==> config.mk <==
export PLATFORM = sky130hd
export DESIGN_NAME = store_narrow_flat
export DESIGN_NICKNAME = d
export VERILOG_FILES = /design/src/rtl/store_narrow_if.sv /design/src/rtl/store_narrow.sv /design/src/flat_wrapper.sv
export SDC_FILE = /design/constraint.sdc
export NUM_CORES = 1
export LEC_CHECK = 0
export CAP_MARGIN = 25
export CORE_MARGIN = 3
export CORE_UTILIZATION = 52
export DETAILED_ROUTE_END_ITERATION = 12
export GPL_TIMING_DRIVEN = 1
export HOLD_SLACK_MARGIN = 0.08
export PLACE_DENSITY = 0.81
export SYNTH_ARGS = -nofsm -noshare
export SYNTH_HDL_FRONTEND = slang
export SYNTH_SLANG_ARGS = --single-unit
export TNS_END_PERCENT = 5
==> constraint.sdc <==
create_clock -name clk_i -period 4.1 [get_ports clk_i]
set_input_delay 0.82 -clock clk_i [delete_from_list [all_inputs] [get_ports clk_i]]
set_output_delay 0.82 -clock clk_i [all_outputs]
set_load 0.01 [all_outputs]
==> src/rtl/store_narrow_if.sv <==
// -----------------------------------------------------------------------------
// store_narrow_if
// Bundles the store-request handshake and the byte-wide data-memory write port
// of the store narrowing unit.
//
// Signals (named from the unit's point of view):
//   req_valid_i    store request valid
//   req_ready_o    unit can accept a request
//   addr_i         byte address of the store (ADDR_W bits)
//   data_i         32-bit register value to store
//   size_i         store width: 00 byte, 01 half, 10 word, 11 illegal
//   signed_ctrl_i  truncation check mode: 1 signed, 0 unsigned
//   mem_we_o       byte write strobe
//   mem_addr_o     byte write address (ADDR_W bits)
//   mem_data_o     byte write data
//   mem_ready_i    memory accepts the presented byte this cycle
//   done_o         one-cycle completion pulse
//   err_o          request rejected, valid with done_o
//   trunc_o        upper bits lost in truncation, valid with done_o
//
// Modports:
//   slave  - the store_narrow unit
//   master - the requester / memory side (MEM stage, testbench)
// -----------------------------------------------------------------------------
interface store_narrow_if #(
  parameter int ADDR_W = 32
);
  logic              req_valid_i;
  logic              req_ready_o;
  logic [ADDR_W-1:0] addr_i;
  logic [31:0]       data_i;
  logic [1:0]        size_i;
  logic              signed_ctrl_i;
  logic              mem_we_o;
  logic [ADDR_W-1:0] mem_addr_o;
  logic [7:0]        mem_data_o;
  logic              mem_ready_i;
  logic              done_o;
  logic              err_o;
  logic              trunc_o;

  modport slave (
    input  req_valid_i, addr_i, data_i, size_i, signed_ctrl_i, mem_ready_i,
    output req_ready_o, mem_we_o, mem_addr_o, mem_data_o, done_o, err_o, trunc_o
  );

  modport master (
    output req_valid_i, addr_i, data_i, size_i, signed_ctrl_i, mem_ready_i,
    input  req_ready_o, mem_we_o, mem_addr_o, mem_data_o, done_o, err_o, trunc_o
  );
endinterface

==> src/rtl/store_narrow.sv <==
// -----------------------------------------------------------------------------
// store_narrow
// Store-path narrowing unit. Accepts a 32-bit store request, truncates it to
// byte / halfword / word width and writes it little-endian, one byte per
// accepted memory cycle, onto a byte-wide write port. Flags misaligned or
// illegal-size requests (no bytes written) and stores whose upper bits are not
// a pure sign/zero extension of the stored width (bytes still written).
//
// Ports:
//   clk_i   rising-edge clock
//   rst_i   asynchronous, active-low reset
//   bus     store_narrow_if.slave: request handshake, memory write port and
//           completion flags (see store_narrow_if for the signal list)
//
// All outputs come straight from flops; the next-state logic computes both the
// FSM state and the values the outputs must show in the following cycle, so no
// request or mem_ready input reaches an output combinationally.
// -----------------------------------------------------------------------------
module store_narrow #(
  parameter int ADDR_W = 32
) (
  input  logic          clk_i,
  input  logic          rst_i,
  store_narrow_if.slave bus
);

  typedef enum logic [1:0] {
    ST_IDLE  = 2'd0,
    ST_WRITE = 2'd1,
    ST_RESP  = 2'd2
  } state_t;

  // ---------------------------------------------------------------------------
  // Helper functions
  // ---------------------------------------------------------------------------

  // Index of the final byte to write for a given store size.
  function automatic logic [1:0] last_index(input logic [1:0] size);
    logic [1:0] idx;
    case (size)
      2'b00:   idx = 2'd0;
      2'b01:   idx = 2'd1;
      2'b10:   idx = 2'd3;
      default: idx = 2'd0;
    endcase
    return idx;
  endfunction

  // Illegal size or natural-alignment violation.
  function automatic logic size_error(input logic [1:0] size,
                                      input logic [1:0] addr_lo);
    logic bad;
    case (size)
      2'b00:   bad = 1'b0;
      2'b01:   bad = addr_lo[0];
      2'b10:   bad = (addr_lo != 2'b00);
      default: bad = 1'b1;
    endcase
    return bad;
  endfunction

  // Upper bits are not a pure sign (signed) or zero (unsigned) extension of
  // the stored width. Word stores keep every bit, so they never truncate.
  function automatic logic trunc_check(input logic [31:0] data,
                                       input logic [1:0]  size,
                                       input logic        sgn);
    logic lost;
    case (size)
      2'b00: begin
        if (sgn) begin
          lost = (data[31:8] != {24{data[7]}});
        end else begin
          lost = (data[31:8] != 24'h00_0000);
        end
      end
      2'b01: begin
        if (sgn) begin
          lost = (data[31:16] != {16{data[15]}});
        end else begin
          lost = (data[31:16] != 16'h0000);
        end
      end
      default: lost = 1'b0;
    endcase
    return lost;
  endfunction

  // Little-endian byte lane selection.
  function automatic logic [7:0] select_byte(input logic [31:0] data,
                                             input logic [1:0]  idx);
    logic [7:0] b;
    case (idx)
      2'd0:    b = data[7:0];
      2'd1:    b = data[15:8];
      2'd2:    b = data[23:16];
      2'd3:    b = data[31:24];
      default: b = 8'h00;
    endcase
    return b;
  endfunction

  // ---------------------------------------------------------------------------
  // State
  // ---------------------------------------------------------------------------
  state_t            state_q,  state_d;
  logic [1:0]        idx_q,    idx_d;
  logic [1:0]        last_q,   last_d;
  logic [ADDR_W-1:0] base_q,   base_d;
  logic [31:0]       data_q,   data_d;
  logic              err_q,    err_d;
  logic              trunc_q,  trunc_d;

  // Output flops
  logic              ready_q,    ready_d;
  logic              we_q,       we_d;
  logic [ADDR_W-1:0] maddr_q,    maddr_d;
  logic [7:0]        mdata_q,    mdata_d;
  logic              done_q,     done_d;
  logic              err_out_q,  err_out_d;
  logic              trunc_out_q, trunc_out_d;

  logic accept_s;
  logic req_err_s;
  logic req_trunc_s;

  assign accept_s    = bus.req_valid_i && ready_q;
  assign req_err_s   = size_error(bus.size_i, bus.addr_i[1:0]);
  assign req_trunc_s = trunc_check(bus.data_i, bus.size_i, bus.signed_ctrl_i);

  // Next-state logic and next values of every registered output.
  always_comb begin
    state_d     = state_q;
    idx_d       = idx_q;
    last_d      = last_q;
    base_d      = base_q;
    data_d      = data_q;
    err_d       = err_q;
    trunc_d     = trunc_q;
    ready_d     = 1'b0;
    we_d        = 1'b0;
    maddr_d     = {ADDR_W{1'b0}};
    mdata_d     = 8'h00;
    done_d      = 1'b0;
    err_out_d   = 1'b0;
    trunc_out_d = 1'b0;

    case (state_q)
      ST_IDLE: begin
        if (accept_s) begin
          ready_d = 1'b0;
          base_d  = bus.addr_i;
          data_d  = bus.data_i;
          idx_d   = 2'd0;
          last_d  = last_index(bus.size_i);
          err_d   = req_err_s;
          // A rejected request writes nothing, so there is nothing to lose.
          trunc_d = req_err_s ? 1'b0 : req_trunc_s;
          state_d = req_err_s ? ST_RESP : ST_WRITE;
        end else begin
          // Also raises ready on the first edge after reset release.
          ready_d = 1'b1;
          state_d = ST_IDLE;
        end
      end
      ST_WRITE: begin
        if (bus.mem_ready_i) begin
          if (idx_q == last_q) begin
            state_d = ST_RESP;
          end else begin
            idx_d = idx_q + 2'd1;
          end
        end else begin
          state_d = ST_WRITE;
        end
      end
      ST_RESP: begin
        state_d = ST_IDLE;
        ready_d = 1'b1;
      end
      default: begin
        state_d = ST_IDLE;
        ready_d = 1'b0;
      end
    endcase

    // Outputs for the next cycle are derived from the next state, so the byte
    // being presented (and its address) stay put while mem_ready is low.
    if (state_d == ST_WRITE) begin
      we_d    = 1'b1;
      // base + idx wraps modulo 2^ADDR_W; carry out is discarded.
      maddr_d = base_d + {{(ADDR_W-2){1'b0}}, idx_d};
      mdata_d = select_byte(data_d, idx_d);
    end else begin
      we_d    = 1'b0;
      maddr_d = {ADDR_W{1'b0}};
      mdata_d = 8'h00;
    end

    if (state_d == ST_RESP) begin
      done_d      = 1'b1;
      err_out_d   = err_d;
      trunc_out_d = trunc_d;
    end else begin
      done_d      = 1'b0;
      err_out_d   = 1'b0;
      trunc_out_d = 1'b0;
    end
  end

  // State and output registers with asynchronous active-low clear.
  always_ff @(posedge clk_i or negedge rst_i) begin
    if (!rst_i) begin
      state_q     <= ST_IDLE;
      idx_q       <= 2'd0;
      last_q      <= 2'd0;
      base_q      <= {ADDR_W{1'b0}};
      data_q      <= 32'h0000_0000;
      err_q       <= 1'b0;
      trunc_q     <= 1'b0;
      ready_q     <= 1'b0;
      we_q        <= 1'b0;
      maddr_q     <= {ADDR_W{1'b0}};
      mdata_q     <= 8'h00;
      done_q      <= 1'b0;
      err_out_q   <= 1'b0;
      trunc_out_q <= 1'b0;
    end else begin
      state_q     <= state_d;
      idx_q       <= idx_d;
      last_q      <= last_d;
      base_q      <= base_d;
      data_q      <= data_d;
      err_q       <= err_d;
      trunc_q     <= trunc_d;
      ready_q     <= ready_d;
      we_q        <= we_d;
      maddr_q     <= maddr_d;
      mdata_q     <= mdata_d;
      done_q      <= done_d;
      err_out_q   <= err_out_d;
      trunc_out_q <= trunc_out_d;
    end
  end

  assign bus.req_ready_o = ready_q;
  assign bus.mem_we_o    = we_q;
  assign bus.mem_addr_o  = maddr_q;
  assign bus.mem_data_o  = mdata_q;
  assign bus.done_o      = done_q;
  assign bus.err_o       = err_out_q;
  assign bus.trunc_o     = trunc_out_q;

endmodule

==> src/flat_wrapper.sv <==
// flat-port wrapper written by rule: the top's interface ports become plain ports
module store_narrow_flat 
#(
  parameter int ADDR_W = 32
)
  (clk_i, rst_i, bus_req_valid_i, bus_addr_i, bus_data_i, bus_size_i, bus_signed_ctrl_i, bus_mem_ready_i, bus_req_ready_o, bus_mem_we_o, bus_mem_addr_o, bus_mem_data_o, bus_done_o, bus_err_o, bus_trunc_o);
  store_narrow_if #(.ADDR_W(ADDR_W)) bus_i ();
  input  logic clk_i;
  input  logic rst_i;
  input wire logic [$bits(bus_i.req_valid_i)-1:0] bus_req_valid_i;
  input wire logic [$bits(bus_i.addr_i)-1:0] bus_addr_i;
  input wire logic [$bits(bus_i.data_i)-1:0] bus_data_i;
  input wire logic [$bits(bus_i.size_i)-1:0] bus_size_i;
  input wire logic [$bits(bus_i.signed_ctrl_i)-1:0] bus_signed_ctrl_i;
  input wire logic [$bits(bus_i.mem_ready_i)-1:0] bus_mem_ready_i;
  output wire logic [$bits(bus_i.req_ready_o)-1:0] bus_req_ready_o;
  output wire logic [$bits(bus_i.mem_we_o)-1:0] bus_mem_we_o;
  output wire logic [$bits(bus_i.mem_addr_o)-1:0] bus_mem_addr_o;
  output wire logic [$bits(bus_i.mem_data_o)-1:0] bus_mem_data_o;
  output wire logic [$bits(bus_i.done_o)-1:0] bus_done_o;
  output wire logic [$bits(bus_i.err_o)-1:0] bus_err_o;
  output wire logic [$bits(bus_i.trunc_o)-1:0] bus_trunc_o;
  assign bus_i.req_valid_i = bus_req_valid_i;
  assign bus_i.addr_i = bus_addr_i;
  assign bus_i.data_i = bus_data_i;
  assign bus_i.size_i = bus_size_i;
  assign bus_i.signed_ctrl_i = bus_signed_ctrl_i;
  assign bus_i.mem_ready_i = bus_mem_ready_i;
  assign bus_req_ready_o = bus_i.req_ready_o;
  assign bus_mem_we_o = bus_i.mem_we_o;
  assign bus_mem_addr_o = bus_i.mem_addr_o;
  assign bus_mem_data_o = bus_i.mem_data_o;
  assign bus_done_o = bus_i.done_o;
  assign bus_err_o = bus_i.err_o;
  assign bus_trunc_o = bus_i.trunc_o;
  store_narrow #(.ADDR_W(ADDR_W)) u_core (.clk_i(clk_i), .rst_i(rst_i), .bus(bus_i));
endmodule
==> results by group <==
Clocking
  • Root buf cell: clkbuf_8
  • Worst-skew pair later-pin latency: 520 ps
  • Setup bufs post-CTS: 0
  • H-tree lvl count: 4
  • CTS tree: yes
  • Max clock buf depth: 2
  • Cts hold-fix bufs: 0
  • Post-CTS sizing: 0
  • Clock slew at reported path FFs: approximately 60 ps
  • Num CTS Buffers: 17
  • TritonCTS Sinks: 117

Worst setup path
  • CP Depth: 10
  • Worst-path fanout max: 6
  • Worst path cell trace: clkdlybuf4s50_1 -> nand3b_1 -> o21ai_0 -> ha_1 -> fa_1 -> inv_1 -> nor4_4 -> o22ai_1 -> or4_1 -> nand2_1
  • CP Class: in -> reg
  • Critical path buffer and inverter count: 2
  • Required time of the critical path: between 4000 and 5000 ps
  • CP delay by family, top: simple AND/OR/NAND/NOR gates
  • R2R Path Start: u_core.idx_q[1]$_DFF_PN0_
  • Critical Path AT: between 3000 and 4000 ps
  • Slowest-stage cell, CP: clkdlybuf4s50_1
  • Flop2flop setup slack: around 820 ps
  • Reg-to-Reg End: u_core.bus.mem_addr_o[22]$_DFF_PN0_
  • Crit. End Element: flip-flop
  • Critical path's largest stage delay: a little over 500 ps
  • Startpoint Class: input pin
  • Worst Reg-to-Reg Cells: 10

Detailed routing
  • DR pass1 iterations: 5
  • Antenna-violating nets left: 0
  • DRT iter0 DRCs: around 380
  • Total number of vias: between 4000 and 5000
  • Residual DRC: 0
  • Routed WL: between 15000 and 20000 µm
  • Wire per inst: 17.8 µm
  • Vias per cell: a little under 6

Layout
  • Most frequent cells in the layout: nand2_1 (187), dfrtp_1 (117), clkdlybuf4s50_1 (114)
  • Final cell count without fillers: 858
  • N_diodes: 0
  • # nets final: around 790
  • Synth-to-Final Area Change: 33.2%
  • Share of cells above drive strength 1: approximately a tenth
  • Most common cell after layout, fill and taps aside: nand2_1

Timing
  • Relative max-transition margin: roughly half
  • Fmax: just under 300 MHz
  • Setup TNS: 0 ps
  • Worst-Margin Slew: ~730 ps
  • Part of the cycle the worst path needs: between 80% and 90%
  • Hold Vio Cnt, Final: 0
  • Final Critical Period: ~3400 ps
  • Clock Skew: between 7 and 8 ps
  • RSZ-0062 raised after global routing: no
  • # setup viols final: 0
  • Final worst setup slack: ~670 ps
  • Min Hold Slack: around 360 ps
  • Max Slew Vio Count: 0

GRT
  • Total track usage: 26.7%
  • Largest net degree at the start of global routing: 60
  • Global-route wire length before repair: around 25000 µm
  • Initial antenna violation count: 0
  • Vias in the first global route: around 5100
  • Total grt overflow: 0

Logic synthesis
  • Number of synthesized flops with an enable pin: 0
  • Synth Net Count: 666
  • Avg Inst Size Synth: slightly below 10 µm²
  • Synth Register Bits: about 120
  • Post-synthesis cell count: approximately 600
  • Seq/Total Area, Yosys: around half
  • Post-synth ARST share: 100%
  • Syn. warnings: 0
  • Top FF cell, synth: dfrtp_1
  • Post-synth cell types: 60
  • Synth Cell Area: ~0.0057 mm²

Pwr
  • Power consumption: 5.59 mW
  • Peak VDD IR: ~0.44 mV
  • Pwr dens: 741 mW/mm²
  • Leakage power: ~3.5 nW

Floorplan
  • Initial cell density of the core: ~54%
  • Die area: 0.0122 mm²
  • IO Count: 116
  • Die H: ~110 µm
  • Rows: 37
  • Core area: about 0.010 mm²
  • DIE WIDTH: around 110 µm

Placed design
  • HPWL Detailed: between 10000 and 15000 µm
  • Pre-CTS WS: slightly below 200 ps
  • Cells after DPL: between 800 and 900
  • Port bufs: ~120
  • Placer Congestion: approximately 0.9

Min path
  • Worst min path class: in -> async

Outcome
  • Status: complete, no violations

Job
  • Max-capacitance violation count: 0
[kinds of logic after synthesis]
family | count (synthesis) | synth area share, %
compound gates | 60 | 7.87
xor+xnor | 18 | 2.78
fa+ha+maj | 7 | 1.68
buf+inv | 39 | 3.40
flops | 117 | 51.7
mux | 31 | 5.83
simple gates | 316 | 26.7
[layer usage]
metal / track usage [%] / part of all wire [%] / wire length, µm / up-vias
met4: 10.8 / 2.5 / 381 / 0
met5: 0 / 0 / 0 / -
met2: 45.1 / 50 / 7600 / 253
met1: 32.3 / 40 / 6110 / 2392
li1: - / - / - / 2277
met3: 7.51 / 7.9 / 1210 / 41
[Yosys cell counts (all sizes together), types with 2 or more instances]
cell type  number  share of area [%]
a31oi           5               0.55
nor2b           2               0.22
o22ai           5               0.55
o2bb2ai         8                1.2
nor4           14                3.1
and4            2               0.31
xor2            6               0.93
o221ai          2               0.31
or2             2               0.22
a211oi          2               0.35
o311ai          3               0.46
nand2         187                 12
mux2i          18                3.2
nor3b           2               0.27
a21o            2               0.27
buf            19                2.1
nor2           22                1.5
inv            15               0.99
a41oi           2               0.31
mux2           13                2.6
o211ai          6               0.80
a21oi           7               0.62
clkbuf          5               0.33
dfrtp         117                 52
or4             3               0.40
nand3          30                2.7
nand4          16                1.8
o21ai           7               0.62
xnor2          12                1.9
and2            8               0.88
ha              6                1.3
nor3           15                1.3
o41ai           3               0.46
and3            7               0.77
[where the power goes]
part | switching (mW) | internal [mW] | total [mW]
Clock | 0.500 | 0.966 | 1.47
Combinational | 1.26 | 0.945 | 2.20
Sequential | 0.263 | 1.66 | 1.93
[area by class of cell]
cell class / instances / area, µm²
multi-input combinational: 432 / 2570
inverter: 15 / 56.3
tap: 136 / 170
clock inverter: 10 / 128
clock buffer: 22 / 463
sequential: 117 / 2930
timing repair buffer: 126 / 1230
fill: 785 / 2920
[per-stage QoR]
stage	instance area [µm²]	util [%]
after floorplan	5660	-
after global placement	6950	66.4
after detailed placement	6950	66.4
after CTS	7540	72.1
after global routing	7540	72.1
final	7540	72.1
[worst max-delay path by stage]
stage                    start                                   to  slack [ps]
2_1_floorplan  bus_req_valid_i  u_core.bus.mem_addr_o[22]$_DFF_PN0_         440
4_1_cts        bus_mem_ready_i  u_core.bus.mem_addr_o[22]$_DFF_PN0_         730
3_3_place_gp   bus_mem_ready_i  u_core.bus.mem_addr_o[22]$_DFF_PN0_         340
5_1_grt        bus_mem_ready_i  u_core.bus.mem_addr_o[22]$_DFF_PN0_         550
3_5_place_dp   bus_mem_ready_i  u_core.bus.mem_addr_o[22]$_DFF_PN0_         190
6_report       bus_mem_ready_i  u_core.bus.mem_addr_o[22]$_DFF_PN0_         670
[sequential cells by signal, summed over array words and instances (netlist names)]
register                flops
u_core.idx_q                2
u_core.bus.trunc_o          1
u_core.base_q              32
u_core.err_q                1
u_core.bus.req_ready_o      1
u_core.trunc_q              1
u_core.state_q              2
u_core.bus.done_o           1
u_core.bus.mem_addr_o      32
u_core.last_q               2
u_core.bus.mem_data_o       8
u_core.bus.mem_we_o         1
u_core.data_q              32
u_core.bus.err_o            1
No activity file was read; power rests on OpenSTA's default activity.
